File: src/rtl/mux_ext_pkg.sv
// rtl/mux_ext_pkg.sv - shared constants, state encoding and extend helpers for mux_ext_pipe
//
// Purpose: constants and helper functions shared by the select/extend front
// and the skid buffer.
//   CH_W_FIELD : bits per channel-width field in the packed CH_W vector
//   MAX_CH     : largest supported channel count
//   MAX_W      : widest supported output word (extend() works at this width)
//   ch_width() : width of channel k taken from a packed CH_W vector
//   extend()   : zero/sign extension of the low `width` bits of data
package mux_ext_pkg;

  localparam int CH_W_FIELD = 8;
  localparam int MAX_CH     = 16;
  localparam int MAX_W      = 64;
  localparam int CH_VEC_W   = CH_W_FIELD * MAX_CH;

  // Encoding is {main_valid, skid_valid}, so bit 1 is the output valid flag
  // and bit 0 is the skid occupancy.
  typedef enum logic [1:0] {
    ST_EMPTY = 2'b00,
    ST_FULL1 = 2'b10,
    ST_FULL2 = 2'b11
  } skid_state_e;

  function automatic int ch_width(input logic [CH_VEC_W-1:0] ch_w_vec, input int k);
    return int'(ch_w_vec[k*CH_W_FIELD +: CH_W_FIELD]);
  endfunction

  // Bits at or above `width` are replaced by 0 or by bit width-1. A width
  // equal to the full word leaves the data untouched.
  function automatic logic [MAX_W-1:0] extend(input logic [MAX_W-1:0] data,
                                              input int               width,
                                              input logic             sext);
    logic [MAX_W-1:0] res;
    logic             sign;
    res  = '0;
    sign = 1'b0;
    for (int i = 0; i < MAX_W; i++) begin
      if (i == width - 1) sign = data[i];
    end
    for (int i = 0; i < MAX_W; i++) begin
      res[i] = (i < width) ? data[i] : (sext & sign);
    end
    return res;
  endfunction

endpackage

File: src/rtl/mux_ext_pipe_skid_buffer.sv
// rtl/mux_ext_pipe_skid_buffer.sv - 2-entry valid/ready register pair (main + skid)
//
// Purpose: fully registered pipeline stage. The main register drives the
// outputs; the skid register catches the one word accepted in the cycle
// in which the downstream stalls, so in_ready can be a flop.
// Ports:
//   clock, reset        : rising-edge clock, asynchronous active-high reset
//   in_valid/in_ready   : upstream handshake (in_ready is registered)
//   in_data  [W-1:0]    : payload in
//   out_valid/out_ready : downstream handshake (out_valid is registered)
//   out_data [W-1:0]    : payload out, straight from the main register
module skid_buffer
  import mux_ext_pkg::*;
#(
  parameter int W = 33
) (
  input  logic         clock,
  input  logic         reset,
  input  logic         in_valid,
  output logic         in_ready,
  input  logic [W-1:0] in_data,
  output logic         out_valid,
  input  logic         out_ready,
  output logic [W-1:0] out_data
);

  skid_state_e  state_q, state_d;
  logic [W-1:0] main_q, main_d;
  logic [W-1:0] skid_q, skid_d;
  logic         in_ready_q, in_ready_d;
  logic         accept;

  assign accept = in_valid && in_ready_q;

  // State register. in_ready_q resets to 0 and only rises on the first edge
  // after reset is released.
  always_ff @(posedge clock or posedge reset) begin
    if (reset) begin
      state_q    <= ST_EMPTY;
      main_q     <= '0;
      skid_q     <= '0;
      in_ready_q <= 1'b0;
    end else begin
      state_q    <= state_d;
      main_q     <= main_d;
      skid_q     <= skid_d;
      in_ready_q <= in_ready_d;
    end
  end

  // Next state and datapath.
  always_comb begin
    state_d = state_q;
    main_d  = main_q;
    skid_d  = skid_q;
    case (state_q)
      ST_EMPTY: begin
        if (accept) begin
          main_d  = in_data;
          state_d = ST_FULL1;
        end
      end
      ST_FULL1: begin
        if (out_ready) begin
          if (accept) main_d = in_data;
          else        state_d = ST_EMPTY;
        end else if (accept) begin
          skid_d  = in_data;
          state_d = ST_FULL2;
        end
      end
      ST_FULL2: begin
        // in_ready is low here, so nothing new can arrive this cycle.
        if (out_ready) begin
          main_d  = skid_q;
          state_d = ST_FULL1;
        end
      end
      default: state_d = ST_EMPTY;
    endcase
  end

  // Outputs. in_ready is registered from the next skid occupancy so that
  // out_ready never reaches in_ready combinationally.
  always_comb begin
    in_ready_d = (state_d != ST_FULL2);
  end

  assign in_ready  = in_ready_q;
  assign out_valid = state_q[1];
  assign out_data  = main_q;

endmodule

File: src/rtl/mux_ext_pipe.sv
// rtl/mux_ext_pipe.sv - registered N-channel select mux with zero/sign extension and skid buffer
//
// Purpose: picks channel in_select out of in_data, keeps its low CH_W[k]
// bits, extends them to OUT_W (zero or sign per transfer) and registers the
// result through a 2-entry skid buffer. Selects >= NUM_CH give data 0 and
// out_error 1.
// Ports:
//   clock, reset           : rising-edge clock, asynchronous active-high reset
//   in_valid/in_ready      : input handshake
//   in_select [SEL_W-1:0]  : channel index
//   in_sext                : 1 = sign-extend, 0 = zero-extend
//   in_data [NUM_CH*OUT_W] : channel k at [k*OUT_W +: OUT_W]
//   out_valid/out_ready    : output handshake
//   out_data [OUT_W-1:0]   : extended channel data
//   out_error              : the transfer carried an out-of-range select
module mux_ext_pipe
  import mux_ext_pkg::*;
#(
  parameter  int                        NUM_CH = 4,
  parameter  int                        OUT_W  = 32,
  parameter  logic [8*NUM_CH-1:0]       CH_W   = {8'd8, 8'd32, 8'd16, 8'd32},
  localparam int                        SEL_W  = (NUM_CH > 1) ? $clog2(NUM_CH) : 1
) (
  input  logic                    clock,
  input  logic                    reset,
  input  logic                    in_valid,
  output logic                    in_ready,
  input  logic [SEL_W-1:0]        in_select,
  input  logic                    in_sext,
  input  logic [NUM_CH*OUT_W-1:0] in_data,
  output logic                    out_valid,
  input  logic                    out_ready,
  output logic [OUT_W-1:0]        out_data,
  output logic                    out_error
);

  localparam logic [CH_VEC_W-1:0] CH_W_VEC = CH_VEC_W'(CH_W);

  // Reject illegal configurations at elaboration.
  if (NUM_CH < 1 || NUM_CH > MAX_CH) begin : g_bad_num_ch
    $error("mux_ext_pipe: NUM_CH must be 1..16");
  end
  if (OUT_W < 1 || OUT_W > MAX_W) begin : g_bad_out_w
    $error("mux_ext_pipe: OUT_W must be 1..64");
  end
  for (genvar k = 0; k < NUM_CH; k++) begin : g_chk_ch_w
    if (CH_W[k*CH_W_FIELD +: CH_W_FIELD] == 0 ||
        int'(CH_W[k*CH_W_FIELD +: CH_W_FIELD]) > OUT_W) begin : g_bad_ch_w
      $error("mux_ext_pipe: channel width must be 1..OUT_W");
    end
  end

  logic [MAX_W-1:0] raw;
  logic [MAX_W-1:0] ext;
  int               sel_width;
  logic             sel_err;
  logic [OUT_W:0]   front_payload;
  logic [OUT_W:0]   back_payload;

  // Select/extend front. The select is compared against every channel index
  // so that out-of-range codes (possible when NUM_CH is not a power of two)
  // fall through with sel_err still set.
  always_comb begin
    raw       = '0;
    sel_width = OUT_W;
    sel_err   = 1'b1;
    for (int k = 0; k < NUM_CH; k++) begin
      if (int'(in_select) == k) begin
        raw[OUT_W-1:0] = in_data[k*OUT_W +: OUT_W];
        sel_width      = ch_width(CH_W_VEC, k);
        sel_err        = 1'b0;
      end
    end
    ext = extend(raw, sel_width, in_sext);
    if (sel_err) front_payload = {1'b1, {OUT_W{1'b0}}};
    else         front_payload = {1'b0, ext[OUT_W-1:0]};
  end

  skid_buffer #(
    .W (OUT_W + 1)
  ) u_skid (
    .clock     (clock),
    .reset     (reset),
    .in_valid  (in_valid),
    .in_ready  (in_ready),
    .in_data   (front_payload),
    .out_valid (out_valid),
    .out_ready (out_ready),
    .out_data  (back_payload)
  );

  assign out_data  = back_payload[OUT_W-1:0];
  assign out_error = back_payload[OUT_W];

endmodule

File: config.mk
export PLATFORM = sky130hd
export DESIGN_NAME = mux_ext_pipe
export DESIGN_NICKNAME = d
export VERILOG_FILES = /design/src/rtl/mux_ext_pkg.sv /design/src/rtl/mux_ext_pipe_skid_buffer.sv /design/src/rtl/mux_ext_pipe.sv
export SDC_FILE = /design/constraint.sdc
export NUM_CORES = 1
export LEC_CHECK = 0
export ABC_AREA = 1
export CAP_MARGIN = 5
export CORE_ASPECT_RATIO = 1.25
export CORE_MARGIN = 5
export CORE_UTILIZATION = 39
export DETAILED_ROUTE_END_ITERATION = 10
export HOLD_SLACK_MARGIN = 0.02
export PLACE_DENSITY = 0.81
export SYNTH_ARGS = -nofsm -noshare
export SYNTH_HDL_FRONTEND = slang
export SYNTH_HIERARCHICAL = 1
export SYNTH_SLANG_ARGS = --single-unit
File: constraint.sdc
create_clock -name clock -period 2.5 [get_ports clock]
set_input_delay 0.5 -clock clock [delete_from_list [all_inputs] [get_ports clock]]
set_output_delay 0.5 -clock clock [all_outputs]
set_load 0.05 [all_outputs]
==> summary.txt <==
Status
  • Outcome: completed

Critical path
  • Crit-path leading delay family: simple AND/OR/NAND/NOR gates
  • CP Buf/Inv Count: 3
  • Slowest-stage cell, CP: clkdlybuf4s50_1
  • Worst path required time: 2.72 ns
  • Worst EP arrival: 2.53 ns
  • Crit-path cells: clkdlybuf4s50_1, buf_4, inv_2, nor2_1, nand2_1, nand3_1, nand2_1, nand2_4, a21oi_1, nand2_1, nand2_1, nand3_1, nand2_1
  • Crit-path max FO: 24
  • Crit-path max cell delay: 0.53 ns
  • Most used cell, CP: nand2_1
  • Crit path capture type: flop
  • Crit path launch type: input pin
  • Setup CP Type: input pin to flop

STA
  • Worst hold slack: 0.471 ns
  • Tmin final: 2.31 ns
  • Final setup margin: 0.194 ns
  • Max Clk Rate: 434 MHz
  • Final Skew: 0.00488 ns
  • Final hold violation count: 0
  • Final Setup Violations: 0
  • Final Slew Violations: 0
  • Fin crit share: 92.2%
  • RSZ-0062 raised after global routing: no
  • Measured slew at the worst slew-check pin: 0.599 ns
  • Total Neg Setup Slack: 0 ns
  • Max-Slew Margin vs Limit: 60.0%

Clock tree
  • Cts hold-fix bufs: 0
  • Clk Latency, worst-skew pair: 0.33 ns
  • Clock sinks: 69
  • Setup Buffers After CTS: 0
  • Root buf cell: clkbuf_16
  • Number of H-tree levels: 3
  • Clock slew at reported path FFs: 0.05 ns
  • PostCTS Resize Cnt: 0
  • Buffer depth of the longest clock path: 2
  • CTS tree: built
  • Cts bufs inserted: 9

Layout
  • Diodes inserted: 0
  • Syn-to-layout area delta: 35.1%
  • Multi-input gate area: 2130 um2
  • Util after Layout: 54.2%
  • Commonest non-fill, non-tap cell in the layout: nand2_1
  • Most frequent cells in the layout: 282 x nand2_1, 128 x clkdlybuf4s50_1, 76 x nand3_1, 69 x dfrtp_1, 22 x inv_1
  • Layout cells sized above 1: 8.91%
  • Final instance area: 5780 um2
  • Seq. cell area: 1730 um2
  • NumNets Final: 845
  • Fillers: 997

Logic synthesis
  • Synth Register Bits: 69
  • Synth Flop Type: dfrtp_1
  • Syn_area_per_cell: 7.21 um2
  • Synth warn: 6
  • Sequential share of the synthesized area: 40.4%
  • Netlist Area Pre-Place: 4280 um2
  • Number of synthesized flops with an enable pin: 0
  • Async set-or-reset flop fraction in the synthesized netlist: 100%
  • Yosys cell types: 28
  • Cells after Synth: 593

Power and ir drop
  • Pwr dens: 840 nW/um2
  • VDD IR max: 0.391 mV
  • Leakage power: 2.92 nW

Drt
  • Router iterations before antenna repair: 5
  • Final wirelength: 12200 um
  • Vias/cell: 5.12
  • Via count: 4297
  • Routed WL per cell: 14.6 um
  • DRT antenna net count: 0
  • DRC Markers: 0
  • Drt first-iter violations: 370

Hold path
  • Hold Path Class: flop to flop

Floorplanning
  • DIE WIDTH: 104 um
  • Core ar.: 10700 um2
  • Area of the die: 13200 um2
  • Initial core utilization: 40.1%
  • Core Rows: 42
  • Boundary Pins: 170
  • Die H: 127 um

Place
  • DP Wirelength: 8610 um
  • DP Worst Slack: -0.279 ns
  • Placed cell areas: 5540 um2
  • Final GP Congestion: 0.853
  • I/O Buffers: 130

GRT
  • Vias in the first global route: 4270
  • Largest net degree at the start of global routing: 70
  • Global route overflow: 0
  • Global-route wire length before repair: 20500 um
  • Initial antenna violation count: 0
  • Gr usage total: 18.5%

Run
  • MaxCap Viol Count: 0
cells by family after synthesis:
group	count (synthesis)	synth area share, %
buffers and inverters	70	10.1
adder cells (fa/ha/maj)	4	1.17
AO/OA/AOI/OAI	70	10.4
flip-flops	69	40.4
AND/OR/NAND/NOR	379	37.9
other	1	0.0877
state kept, by name, indices dropped and copies added (netlist names):
register,count
u_skid/out_data,33
u_skid/state_q,2
u_skid/skid_q,33
u_skid/in_ready,1
path summary, 6_finish.rpt:
kind	startpoint	end	slack (ns)	cells after the start
max in group asynchronous	reset	u_skid/out_data[18]	1.64	3
max reg2reg	u_skid/state_q[0]	u_skid/out_data[23]	0.57	4
max	in_select[1]	u_skid/out_data[20]	0.19	13
min reg2reg	u_skid/skid_q[30]	u_skid/skid_q[30]	0.47	2
min in group asynchronous	reset	u_skid/out_data[2]	0.56	3
min	u_skid/skid_q[30]	u_skid/skid_q[30]	0.47	2
power breakdown:
part	internal, mW	switching [mW]
clock network	0.648	0.423
logic	0.720	1.34
registers	1.50	0.225
through the flow:
step / cells / total power [mW]
after floorplan: 594 / 3.10
after global placement: 827 / 3.75
after detailed placement: 827 / 3.80
after CTS: 839 / 4.88
after global routing: 839 / 5.12
final: 839 / 4.85
tightest hold or removal path, cell delays in order (launching register included):
cell and delay (ns):
dfrtp_1 0.34, nand2_1 0.05, nand2_1 0.05
synth_stat cells, types with 2 or more instances:
cell type    n  area, um2
a21oi_1     13       65.1
a21oi_2     20        175
buf_2       17       85.1
buf_4        9       67.6
buf_6       12        135
buf_8        2       30.0
clkbuf_1     2       7.51
dfrtp_1     69       1730
ha_1         4       50.1
inv_1       23       86.3
inv_2        5       18.8
nand2_1    282       1060
nand2_4      6       67.6
nand3_1     76        380
nand3_4      2       35.0
nor2_1       7       26.3
o21ai_0     19       95.1
o21ai_1      5       25.0
o22ai_1     11       68.8
layer usage:
layer  up-vias  part of all wire, %  track usage (%)  routed length (um)
li1       2109                    -                -                   -
met1      1975                   41             22.9                4960
met2       181                   49             31.1                6030
met3        32                  7.0             3.73                 861
met4         0                  3.0             8.77                 361
met5         -                    0                0                   0
final cells by class:
| type | count | share of cell area, % |
|---|---|---|
| Tap cell | 132 | 2.86 |
| Multi-Input combinational cell | 455 | 36.8 |
| Clock buffer | 12 | 4.09 |
| Sequential cell | 69 | 29.9 |
| Timing Repair Buffer | 143 | 24.5 |
| Inverter | 28 | 1.82 |
Power figures use the tool's default switching activity.
